**config.mk**
```make
export PLATFORM = sky130hd
export DESIGN_NAME = uart_rx
export DESIGN_NICKNAME = d
export VERILOG_FILES = /design/src/rtl/uart_rx.sv
export SDC_FILE = /design/constraint.sdc
export NUM_CORES = 1
export LEC_CHECK = 0
export BUFFER_PORTS_ARGS = -buffer_cell sky130_fd_sc_hd__buf_2
export CAP_MARGIN = 5
export CORE_UTILIZATION = 35
export DETAILED_ROUTE_END_ITERATION = 12
export PLACE_DENSITY_LB_ADDON = 0.2
export SLEW_MARGIN = 0
export SYNTH_ARGS = -nofsm -noshare
export SYNTH_HDL_FRONTEND = slang
export SYNTH_SLANG_ARGS = --single-unit
```
**constraint.sdc**
```tcl
create_clock -name clk -period 2.7 [get_ports clk]
set_input_delay 0.135 -clock clk [delete_from_list [all_inputs] [get_ports clk]]
set_output_delay 0.135 -clock clk [all_outputs]
set_load 0.02 [all_outputs]
```
**src/rtl/uart_rx.sv**
```systemverilog
// 8N1 UART receiver: two-flop synchronised serial input, mid-bit sampling,
// one-cycle byte strobe and frame-error strobe.
`timescale 1ns/1ps

module uart_rx #(
  parameter int CLOCK_RATE = 100_000_000,
  parameter int BAUD_RATE  = 9600
) (
  input  logic       clk,
  input  logic       rst_n,
  input  logic       rx,
  output logic [7:0] UART_RX_Data_Out,
  output logic       UART_RX_Ready_Out,
  output logic       frame_err,
  output logic       busy
);

  localparam int BAUD_DIV = CLOCK_RATE / BAUD_RATE;
  localparam int HALF     = BAUD_DIV / 2;
  localparam int CW       = $clog2(BAUD_DIV) + 1;

  localparam logic [CW-1:0] HALF_M1  = CW'(HALF - 1);
  localparam logic [CW-1:0] LAST_CNT = CW'(BAUD_DIV - 1);
  localparam logic [CW-1:0] CNT_ONE  = CW'(1);

  typedef enum logic [2:0] {
    ST_IDLE  = 3'd0,
    ST_START = 3'd1,
    ST_DATA  = 3'd2,
    ST_STOP  = 3'd3,
    ST_BREAK = 3'd4
  } state_t;

  state_t        state_r;
  state_t        state_next_s;
  logic          sync1_r;
  logic          rs_r;
  logic [CW-1:0] baud_cnt_r;
  logic [2:0]    bit_cnt_r;
  logic [7:0]    shift_r;
  logic          sample_bit_s;
  logic          load_byte_s;
  logic          frame_err_s;
  logic          restart_cnt_s;

  // Two-flop synchroniser; resets to the idle (high) line level.
  always_ff @(posedge clk or negedge rst_n) begin
    if (!rst_n) begin
      sync1_r <= 1'b1;
      rs_r    <= 1'b1;
    end else begin
      sync1_r <= rx;
      rs_r    <= sync1_r;
    end
  end

  // State register.
  always_ff @(posedge clk or negedge rst_n) begin
    if (!rst_n) begin
      state_r <= ST_IDLE;
    end else begin
      state_r <= state_next_s;
    end
  end

  // Next-state decode and single-cycle event flags.
  always_comb begin
    state_next_s = state_r;
    sample_bit_s = 1'b0;
    load_byte_s  = 1'b0;
    frame_err_s  = 1'b0;
    case (state_r)
      ST_IDLE: begin
        if (!rs_r) state_next_s = ST_START;
        else       state_next_s = ST_IDLE;
      end
      ST_START: begin
        if (baud_cnt_r == HALF_M1) begin
          if (rs_r) state_next_s = ST_IDLE;
          else      state_next_s = ST_DATA;
        end else begin
          state_next_s = ST_START;
        end
      end
      ST_DATA: begin
        if (baud_cnt_r == LAST_CNT) begin
          sample_bit_s = 1'b1;
          if (bit_cnt_r == 3'd7) state_next_s = ST_STOP;
          else                   state_next_s = ST_DATA;
        end else begin
          state_next_s = ST_DATA;
        end
      end
      ST_STOP: begin
        if (baud_cnt_r == LAST_CNT) begin
          if (rs_r) begin
            load_byte_s  = 1'b1;
            state_next_s = ST_IDLE;
          end else begin
            frame_err_s  = 1'b1;
            state_next_s = ST_BREAK;
          end
        end else begin
          state_next_s = ST_STOP;
        end
      end
      ST_BREAK: begin
        if (rs_r) state_next_s = ST_IDLE;
        else      state_next_s = ST_BREAK;
      end
      default: state_next_s = ST_IDLE;
    endcase
  end

  // Each data sample also restarts the bit timer so DATA stays in-state.
  assign restart_cnt_s = (state_next_s != state_r) || sample_bit_s;

  // Baud timer and bit counter.
  always_ff @(posedge clk or negedge rst_n) begin
    if (!rst_n) begin
      baud_cnt_r <= '0;
      bit_cnt_r  <= 3'd0;
    end else begin
      if (restart_cnt_s) baud_cnt_r <= '0;
      else               baud_cnt_r <= baud_cnt_r + CNT_ONE;
      if (sample_bit_s)            bit_cnt_r <= bit_cnt_r + 3'd1;
      else if (state_r != ST_DATA) bit_cnt_r <= 3'd0;
      else                         bit_cnt_r <= bit_cnt_r;
    end
  end

  // Shift register (LSB arrives first) and registered outputs.
  always_ff @(posedge clk or negedge rst_n) begin
    if (!rst_n) begin
      shift_r           <= 8'h00;
      UART_RX_Data_Out  <= 8'h00;
      UART_RX_Ready_Out <= 1'b0;
      frame_err         <= 1'b0;
      busy              <= 1'b0;
    end else begin
      if (sample_bit_s) shift_r <= {rs_r, shift_r[7:1]};
      else              shift_r <= shift_r;
      if (load_byte_s) UART_RX_Data_Out <= shift_r;
      else             UART_RX_Data_Out <= UART_RX_Data_Out;
      UART_RX_Ready_Out <= load_byte_s;
      frame_err         <= frame_err_s;
      busy              <= (state_next_s != ST_IDLE);
    end
  end

endmodule

```
# Word level (Yosys, flattened, before mapping)
# Index checks and enable logic that the tools add are counted.
[word_totals]
in_bits = 3
ff_bits = 42
out_inout_bits = 11
[op_classes]
reduce_logical = 4
eq_ne = 9
addsub = 2
muxes = 19
[op_table]
columns = ["operator", "count"]
rows = [
  ["two-way mux 3 bit", 6],
  ["adder 15 x 1 -> 15 bit (second input constant)", 1],
  ["== test 15 x 13 -> 1 bit (second input constant)", 1],
  ["== test 15 x 14 -> 1 bit (second input constant)", 1],
  ["two-way mux 15 bit", 1],
  ["case mux 3 bit (5 select lines)", 1],
  ["two-way mux 1 bit", 10],
  ["== test 3 x 2 -> 1 bit (second input constant)", 2],
  ["== test 3 bit (second input constant)", 2],
  ["adder 3 x 1 -> 3 bit (second input constant)", 1],
  ["== test 3 x 1 -> 1 bit (second input constant)", 1],
  ["zero test 3 bit", 1],
  ["inequality test 3 x 2 -> 1 bit (second input constant)", 1],
  ["inequality test 3 bit", 1],
  ["nonzero test 3 bit", 1],
  ["two-way mux 2 bit", 1],
  ["nonzero test 2 bit", 1],
  ["logical OR 1 bit", 1],
]

# Depth between registers and ports, before layout
# Gate-level depths: netlist of run 1.
[depth]
ltp_word = 7
ltp_mapped = 7

# Worst setup path after synthesis of run 1
# OpenSTA, ideal clock, no wires.
[synth_timing]
path_kind = "flip-flop to flip-flop"
from = "register baud_cnt_r[4]"
to = "register UART_RX_Data_Out[0]"
setup_ns = 0.125
setup_slack_ns = 0.414
stages_incl_launch_ff = 7
period_less_slack_ns = 2.286
t_required_ns = 2.575
t_arrival_ns = 2.161
cell_sequence = "dfrtp_1 or4b_4 or4_1 buf_4 nor2_8 nand3_4 mux2_2"
[synth_via]
elab_chain_len = 3
[synth_rtl]
columns = ["element", "line", "text"]
rows = [
  ["start: declaration", "38", "logic [CW-1:0] baud_cnt_r;"],
  ["start signal: assignment", "125", "else baud_cnt_r <= baud_cnt_r + CNT_ONE;"],
  ["== test 15 x 14 -> 1 bit", "95", "if (baud_cnt_r == LAST_CNT) begin"],
  ["two-way mux 1 bit", "95", ""],
  ["two-way mux 1 bit", "72", "case (state_r)"],
  ["end signal: assignment", "143", "if (load_byte_s) UART_RX_Data_Out <= shift_r;"],
  ["end signal: assignment", "144", "else UART_RX_Data_Out <= UART_RX_Data_Out;"],
  ["end: declaration", "12", "output logic [7:0] UART_RX_Data_Out,"],
]
# Every way passes these cells.
# A chain may end at the register's enable or synchronous reset.

# Final worst setup path of run 1
# Same ends and word-level chain as after synthesis.

==> impl_metrics.env, run 1 <==
export IMPL_outcome="finished, violations left"
export IMPL_failed_checks="negative hold slack"
export IMPL_grt_pass1_wl_mm=5.77
export IMPL_via_per_inst=5.10
export IMPL_synth_top_cell_by_area="dfrtp_1"
export IMPL_cts_buffers=5
export IMPL_netlist_area_sq_mm=0.00190
export IMPL_synth_most_common_cell="dfrtp_1"
export IMPL_worst_slew_pin_slew_ns=0.925
export IMPL_ir_worst_vdd_mv=0.181
export IMPL_overflow=0
export IMPL_cts_buffer_depth=2
export IMPL_synthCells=160
export IMPL_fin_setup_tns_ns=0
export IMPL_ys_seq_area_share_pct=55.5
export IMPL_grt_pass1_vias=1200
export IMPL_cts_tree="done"
export IMPL_hold_viol=40
export IMPL_vias=1275
export IMPL_hold_ws_ns=-0.0291
export IMPL_pin_count=14
export IMPL_die_area_sq_mm=0.00573
export IMPL_fin_cells=250
export IMPL_first_pass_iters=4
export IMPL_drtAntennaViolNets=0
export IMPL_grt_max_degree=43
export IMPL_grt_use_total_pct=13.9
export IMPL_port_buffers=13
export IMPL_path_max_fanout=9
export IMPL_ys_flop_type="dfrtp_1"
export IMPL_clk_latency_ns=0.29
export IMPL_yosysTopAreaCellShare_pct=52.7
export IMPL_die_y_um=75.7
export IMPL_worstPathArrival_ns=2.73
export IMPL_synth_cell_types=40
export IMPL_dr_first_iter_drc_count=63
export IMPL_maxSlewHeadroom_pct=38.3
export IMPL_post_route_util_pct=41.5
export IMPL_ff2ff_setup_slack_ns=0.15
export IMPL_rsz0062_at_grt="no"
export IMPL_antenna_found_initial=0
export IMPL_rows=26
export IMPL_wirelength_mm=3.53
export IMPL_p_per_area_mw_per_mm2=488
export IMPL_coreArea_sq_mm=0.00517
export IMPL_drc=0
export IMPL_initial_core_util_pct=36.7
export IMPL_clock_fmax_mhz=393
export IMPL_async_reset_ff_share_pct=100
export IMPL_diodes=0
export IMPL_clock_sinks=42
export IMPL_path_class="reg2reg"
export IMPL_holdCritPathClass="in2async"
export IMPL_setup_viol=0
export IMPL_worst_ep_required_time_ns=2.88
export IMPL_fill_cells=512
export IMPL_die_x_um=75.7
export IMPL_slew_viol_final=0
export IMPL_ys_ff_latch=42
export IMPL_drive_above_1_share_pct=26.1
export IMPL_p_leak_nw=1.03
export IMPL_fin_crit_ns=2.55
export IMPL_drv_cap=0
export IMPL_cp_start_kind="flip-flop"
export IMPL_yosys_warnings=0
export IMPL_hpwlAfterDp_mm=2.43
export IMPL_endpoint_kind="flip-flop"
export IMPL_synthToLayoutAreaGrowth_pct=13.0
export IMPL_clock_root_buffer="clkbuf_8"
export IMPL_syn_area_per_cell_sq_um=11.9
export IMPL_gp_congestion=0.936
export IMPL_cts_max_level=2
export IMPL_ys_top_cells_by_count="dfrtp_1, nor2_1, mux2_2, nand2_1, xor2_1"
export IMPL_synthTopCellsByArea="dfrtp_1, mux2_2, xor2_1"
export IMPL_min_period_over_period_pct=94.3
export IMPL_worst_clock_skew_ns=0.00605
export IMPL_synth_nets=166
export IMPL_fin_nets=185
export IMPL_synth_enable_flop_cells=0
export IMPL_post_drt_wl_per_cell_um=14.1
export IMPL_clkTransAtPathRegs_ns=0.08
export IMPL_dp_cells=241
[per-layer routing]
layer	share of wire (%)	global-route usage [%]	wire length [um]
met1	45	17.2	1600
met2	49	23.3	1730
met3	4.2	3.57	148
met4	1.6	5.35	55
met5	0	0	0
[cell type report]
class | instances | area (sq um) | share of cell area, %
timing repair buffer | 16 | 90.1 | 4.20
clock inverter | 3 | 21.3 | 0.991
sequential | 42 | 1050 | 49.1
inverter | 3 | 11.3 | 0.524
multi-input combinational | 111 | 815 | 37.9
clock buffer | 5 | 68.8 | 3.21
tap | 70 | 87.6 | 4.08
[critical path, stage by stage (launching register included)]
cell	delay (ns)
dfrtp_1	0.45
or4b_4	0.59
or4_1	0.66
nor2_8	0.24
nand3_4	0.17
mux2_2	0.32
[cell usage in the layout, fill, tap and decap left out, types with 2 or more instances in the layout]
cell	instances
dfrtp_1	40
dfstp_2	2
nor3_1	7
o31ai_1	2
mux2_2	15
buf_2	13
xor2_1	8
ha_1	3
or3_1	2
mux2i_1	2
a31oi_1	2
xnor2_1	6
inv_1	3
or2_2	2
nand2_1	9
clkbuf_8	5
buf_4	2
and4_1	3
nand4_1	4
nand4b_1	2
a21oi_1	2
nor3b_1	2
nor2_1	18
nor4_1	2
nand3_1	5
[repair_timing]
action / in CTS / in global routing
buffers inserted: 0 / 0
hold endpoints to repair: 1 / 0
hold buffers: 1 / 0
endpoints found under the setup margin: 0 / 0
resized for setup: 0 / 0
[final timing paths]
path / startpoint / to / cells past startpoint
worst max-delay path: baud_cnt_r[4] / UART_RX_Data_Out[0] / 5
worst min-delay path: rst_n / UART_RX_Data_Out[0] / 1
worst max register to register: baud_cnt_r[4] / UART_RX_Data_Out[0] / 5
worst min register to register: sync1_r / rs_r / 0
max in group asynchronous: rst_n / baud_cnt_r[7] / 1
min in group clk: sync1_r / rs_r / 0
[power breakdown]
part           internal (W)  switching (W)  leakage, nW
logic            0.00000256      0.0000134        0.425
registers          0.000631     0.00000214        0.560
clock network      0.000181       0.000218       0.0441
total              0.000815       0.000233         1.03
[cell families (layout without fill, tap and decap cells)]
logic type / count (synthesis) / after routing / synth area share (%)
XOR/XNOR: 14 / 14 / 6.46
flip-flops: 42 / 42 / 55.5
buffers and inverters: 7 / 27 / 1.65
AND/OR/NAND/NOR: 67 / 67 / 21.1
AO/OA/AOI/OAI: 10 / 10 / 3.43
adder cells (fa/ha/maj): 3 / 3 / 1.98
multiplexers: 17 / 17 / 9.95
[state kept, by name, indices dropped and copies added (netlist names)]
| register | count |
|---|---|
| sync1_r | 1 |
| UART_RX_Data_Out | 8 |
| frame_err | 1 |
| rs_r | 1 |
| shift_r | 8 |
| state_r | 3 |
| baud_cnt_r | 15 |
| busy | 1 |
| UART_RX_Ready_Out | 1 |
| bit_cnt_r | 3 |
[metrics by stage]
stage | setup slack (ns) | power, W | cell area (sq um)
2_1_floorplan | 0.414 | 0.000647 | 1900
3_3_place_gp | 0.244 | 0.000660 | 2050
3_5_place_dp | 0.163 | 0.000661 | 2050
4_1_cts | 0.147 | 0.00106 | 2150
5_1_grt | 0.0651 | 0.00109 | 2150
6_report | 0.154 | 0.00105 | 2150
(Power assumes the default switching activity.)
==> inputs of run 2 (changes only) <==
--- a/config.mk
+++ b/config.mk
@@ -7,7 +7,7 @@
 export LEC_CHECK = 0
 export BUFFER_PORTS_ARGS = -buffer_cell sky130_fd_sc_hd__buf_2
 export CAP_MARGIN = 5
-export CORE_UTILIZATION = 35
+export CORE_UTILIZATION = 26
 export DETAILED_ROUTE_END_ITERATION = 12
 export PLACE_DENSITY_LB_ADDON = 0.2
 export SLEW_MARGIN = 0
==> constraint.sdc (replaced) <==
create_clock -name clk -period 2.78 [get_ports clk]
set_input_delay 0.139 -clock clk [delete_from_list [all_inputs] [get_ports clk]]
set_output_delay 0.139 -clock clk [all_outputs]
set_load 0.02 [all_outputs]
==> impl_metrics.env, run 2 (synthesis results as in run 1) <==
export IMPL_diodes=0
export IMPL_cts_buffer_depth=2
export IMPL_fin_setup_tns_ns=0
export IMPL_dpl_cell_area_sq_mm=0.00208
export IMPL_largest_register="baud_cnt_r"
export IMPL_stdcell_area_sq_mm=0.00218
export IMPL_fin_nets=185
export IMPL_grt_max_degree=43
export IMPL_port_buffers=13
export IMPL_path_class="reg2reg"
export IMPL_dr_first_iter_drc_count=65
export IMPL_clock_fmax_mhz=400
export IMPL_grt_use_total_pct=10.5
export IMPL_worstPathArrival_ns=2.69
export IMPL_p_leak_nw=1.03
export IMPL_mostFrequentLayoutCells="dfrtp_1, nor2_1, mux2_2"
export IMPL_hpwlAfterDp_mm=2.33
export IMPL_wirelength_mm=3.44
export IMPL_rows=30
export IMPL_clkTransAtPathRegs_ns=0.09
export IMPL_p_per_area_mw_per_mm2=475
export IMPL_antenna_found_initial=0
export IMPL_multi_input_comb_area_sq_um=815
export IMPL_hold_ws_ns=-0.0103
export IMPL_clk_latency_ns=0.29
export IMPL_die_x_um=87.5
export IMPL_gp_congestion=0.750
export IMPL_drv_cap=0
export IMPL_rsz0062_at_grt="no"
export IMPL_min_period_over_period_pct=90.0
export IMPL_cts_max_level=2
export IMPL_largest_reg_flops=15
export IMPL_cts_tree="done"
export IMPL_outcome="finished, violations left"
export IMPL_top_regs="baud_cnt_r (15), UART_RX_Data_Out (8), shift_r (8)"
export IMPL_setup_viol=0
export IMPL_drc=0
export IMPL_pin_count=14
export IMPL_slew_viol_final=0
export IMPL_hold_viol=26
export IMPL_maxSlewHeadroom_pct=36.7
export IMPL_cts_buffers=5
export IMPL_synthToLayoutAreaGrowth_pct=14.9
export IMPL_grt_pass1_wl_mm=6.15
export IMPL_fill_cells=737
export IMPL_endpoint_kind="flip-flop"
export IMPL_final_common_cell="dfrtp_1"
export IMPL_fin_crit_ns=2.50
export IMPL_worst_ep_required_time_ns=2.97
export IMPL_initial_core_util_pct=27.5
export IMPL_regArea_sq_mm=0.00105
export IMPL_grt_pass1_vias=1248
export IMPL_via_per_inst=4.43
export IMPL_failed_checks="negative hold slack"
export IMPL_drtAntennaViolNets=0
export IMPL_vias=1222
export IMPL_worst_slew_pin_slew_ns=0.949
export IMPL_die_area_sq_mm=0.00765
export IMPL_clock_root_buffer="clkbuf_8"
export IMPL_clock_sinks=42
export IMPL_first_pass_iters=4
export IMPL_coreArea_sq_mm=0.00691
export IMPL_cts_resized=0
export IMPL_path_max_fanout=9
export IMPL_worst_clock_skew_ns=0.00920
export IMPL_cp_start_kind="flip-flop"
export IMPL_drive_above_1_share_pct=26.1
export IMPL_holdCritPathClass="in2async"
export IMPL_ir_worst_vdd_mv=0.188
export IMPL_post_drt_wl_per_cell_um=12.5
export IMPL_die_y_um=87.5
export IMPL_overflow=0
## run 2: cell count changes in the layout (fill, tap and decap cells not counted)
cell | before | now
clkinv_2 | 1 | 0
clkinv_4 | 1 | 0
clkinvlp_4 | 1 | 2
inv_6 | 0 | 1
## run 2: critical path, cell delays in order, from the launching register on
cell	delay, ns
dfrtp_1	0.45
or4b_4	0.57
or4_1	0.66
nor2_8	0.23
nand3_4	0.17
mux2_2	0.31
## run 2: routing by layer
layer,global-route usage [%],wire [um]
met2,15.3,1530
met1,14.9,1790
met3,2.84,89
met4,3.58,31
met5,0,0
## run 2: final cells by class
| type | instances | area share (%) |
|---|---|---|
| multi-input combinational | 111 | 37.3 |
| tap | 96 | 5.50 |
| sequential | 42 | 48.3 |
| timing repair buffer | 16 | 4.13 |
| clock buffer | 5 | 3.15 |
| clock inverter | 3 | 1.09 |
| inverter | 3 | 0.516 |
## run 2: what timing repair did
item	CTS	global route
hold buffers	1	0
setup buffers	0	0
hold endpoints to repair	1	0
## run 2: final timing paths
| path | from | end | slack, ns | depth (start not counted) |
|---|---|---|---|---|
| setup / recovery | baud_cnt_r[4] | UART_RX_Data_Out[6] | 0.28 | 5 |
| hold / removal | rst_n | baud_cnt_r[2] | -0.01 | 1 |
| setup reg to reg | baud_cnt_r[4] | UART_RX_Data_Out[6] | 0.28 | 5 |
| hold reg to reg | sync1_r | rs_r | 0.37 | 0 |
| max in group asynchronous | rst_n | bit_cnt_r[2] | 2.21 | 1 |
| min in group clk | sync1_r | rs_r | 0.37 | 0 |
## run 2: through the flow
| stage | total power (W) | worst slack [ns] | hold WS [ns] | instances | utilization, % |
|---|---|---|---|---|---|
| 4_1_cts | 0.00106 | 0.260 | 0.0204 | 276 | 31.6 |
| 3_3_place_gp | 0.000643 | 0.307 | 0.244 | 267 | 30.1 |
| 5_1_grt | 0.00109 | 0.157 | 0.0576 | 276 | 31.6 |
| 3_5_place_dp | 0.000643 | 0.272 | 0.255 | 267 | 30.1 |
| 2_1_floorplan | 0.000629 | 0.494 | -0.157 | 160 | - |
| 6_report | 0.00104 | 0.278 | -0.0103 | 276 | 31.6 |
## run 2: power by group
part / switching, W / internal (W)
clock: 0.000226 / 0.000180
sequential: 0.00000227 / 0.000613
combinational: 0.0000132 / 0.00000249
total: 0.000241 / 0.000795
==> inputs of run 3 (changes only) <==
==> constraint.sdc (replaced) <==
create_clock -name clk -period 2.78 [get_ports clk]
set_input_delay 0.556 -clock clk [delete_from_list [all_inputs] [get_ports clk]]
set_output_delay 0.556 -clock clk [all_outputs]
set_load 0.02 [all_outputs]
==> impl_metrics.env, run 3 (synthesis results as in run 1) <==
export IMPL_multi_input_comb_area_sq_um=815
export IMPL_coreArea_sq_mm=0.00691
export IMPL_cts_max_level=2
export IMPL_swShare_pct=23.3
export IMPL_via_per_inst=4.45
export IMPL_worst_ep_required_time_ns=2.97
export IMPL_cts_resized=0
export IMPL_drc=0
export IMPL_regArea_sq_mm=0.00105
export IMPL_fin_setup_tns_ns=0
export IMPL_fill_cells=738
export IMPL_pin_count=14
export IMPL_cp_slowest_cell="or4_1"
export IMPL_combPwrFrac_pct=1.4
export IMPL_grt_use_total_pct=10.5
export IMPL_p_int_w=0.000794
export IMPL_ctsHoldBuffers=0
export IMPL_top_regs="baud_cnt_r (15), UART_RX_Data_Out (8), shift_r (8)"
export IMPL_p_clk_share_pct=39.2
export IMPL_fin_cells=275
export IMPL_clock_sinks=42
export IMPL_worst_clock_skew_ns=0.00905
export IMPL_crit_buf_inv=0
export IMPL_fin_nets=184
export IMPL_path_cells="or4b_4 -> or4_1 -> nor2_8 -> nand3_4 -> mux2_2"
export IMPL_cts_buffers=5
export IMPL_dpl_cell_area_sq_mm=0.00208
export IMPL_wirelength_mm=3.44
export IMPL_slew_viol_final=0
export IMPL_synthToLayoutAreaGrowth_pct=14.4
export IMPL_holdCritPathClass="in2reg"
export IMPL_die_y_um=87.5
export IMPL_hold_depth=1
export IMPL_die_area_sq_mm=0.00765
export IMPL_cpPeakStageDelay_ns=0.66
export IMPL_rsz0062_at_grt="no"
export IMPL_fin_crit_ns=2.50
export IMPL_pwr_share_seq_pct=59.4
export IMPL_ff2ff_setup_slack_ns=0.28
export IMPL_path_class="reg2reg"
export IMPL_hpwlAfterDp_mm=2.33
export IMPL_cts_tree="done"
export IMPL_endpoint_kind="flip-flop"
export IMPL_cp_top_family="simple AND/OR/NAND/NOR gates"
export IMPL_post_drt_wl_per_cell_um=12.5
export IMPL_p_per_area_mw_per_mm2=477
export IMPL_port_buffers=13
export IMPL_largest_reg_flops=15
export IMPL_cts_buffer_depth=2
export IMPL_setup_viol=0
export IMPL_antenna_found_initial=0
export IMPL_clock_root_buffer="clkbuf_8"
export IMPL_drtAntennaViolNets=0
export IMPL_gp_congestion=0.750
export IMPL_die_x_um=87.5
export IMPL_grt_pass1_wl_mm=6.15
export IMPL_power_switching_w=0.000241
export IMPL_rows=30
export IMPL_clkTransAtPathRegs_ns=0.09
export IMPL_dp_cells=267
export IMPL_path_max_fanout=9
export IMPL_outcome="finished clean"
export IMPL_worstPathArrival_ns=2.69
export IMPL_diodes=0
export IMPL_post_route_util_pct=31.4
export IMPL_min_period_over_period_pct=90.0
export IMPL_grt_pass1_vias=1251
export IMPL_ir_worst_vdd_mv=0.183
export IMPL_clk_latency_ns=0.29
export IMPL_largest_register="baud_cnt_r"
export IMPL_dr_first_iter_drc_count=66
export IMPL_cp_start_kind="flip-flop"
export IMPL_drive_above_1_share_pct=26.3
export IMPL_grt_max_degree=43
export IMPL_final_common_cell="dfrtp_1"
export IMPL_overflow=0
export IMPL_post_cts_buffers=0
export IMPL_vias=1225
export IMPL_stdcell_area_sq_mm=0.00217
export IMPL_initial_core_util_pct=27.5
export IMPL_hold_viol=0
export IMPL_reg2regPathDepth=5
export IMPL_cp_num_cells=5
export IMPL_p_leak_nw=1.02
export IMPL_mostFrequentLayoutCells="dfrtp_1, nor2_1, mux2_2"
export IMPL_clock_fmax_mhz=400
export IMPL_maxSlewHeadroom_pct=36.8
export IMPL_worst_slew_pin_slew_ns=0.948
export IMPL_drv_cap=0
export IMPL_first_pass_iters=4
run 3: power groups by stage:
stage                     clock, W  combinational, W  sequential (W)
final                     0.000405         0.0000146        0.000615
after global routing      0.000455         0.0000179        0.000616
after CTS                 0.000428         0.0000159        0.000615
after detailed placement         0         0.0000158        0.000627
after global placement           0         0.0000158        0.000628
after floorplan                  0        0.00000309        0.000625
run 3: area by class of cell:
| class | count | share of cell area (%) |
|---|---|---|
| Sequential cell | 42 | 48.5 |
| Multi-Input combinational cell | 111 | 37.5 |
| Tap cell | 96 | 5.53 |
| Timing Repair Buffer | 15 | 3.69 |
| Clock buffer | 5 | 3.17 |
| Clock inverter | 3 | 1.09 |
| Inverter | 3 | 0.518 |
run 3: final timing paths:
kind                                from             endpoint
max reg2reg                baud_cnt_r[4]  UART_RX_Data_Out[6]
min in group asynchronous          rst_n        baud_cnt_r[2]
max                        baud_cnt_r[4]  UART_RX_Data_Out[6]
min                                   rx              sync1_r
min reg2reg                      sync1_r                 rs_r
max in group asynchronous          rst_n         bit_cnt_r[2]
run 3: through the flow:
step	hold slack, ns	total power (W)	setup WS [ns]
after detailed placement	0.353	0.000643	0.272
final	0.357	0.00104	0.279
after global routing	0.331	0.00109	0.157
after floorplan	0.260	0.000629	0.494
after CTS	0.342	0.00106	0.260
after global placement	0.354	0.000643	0.307
run 3: worst register-to-register path, stage by stage (launching register included):
cell and delay [ns]:
dfrtp_1 0.45, or4b_4 0.57, or4_1 0.66, nor2_8 0.23, nand3_4 0.17, mux2_2 0.31
run 3: metal layers:
metal | vias to the layer above | GRT usage [%] | part of all wire (%)
met5 | - | 0 | 0
met4 | 0 | 3.58 | 0.90
met3 | 4 | 2.84 | 2.6
met2 | 16 | 15.3 | 45
met1 | 601 | 14.9 | 52
li1 | 604 | - | -
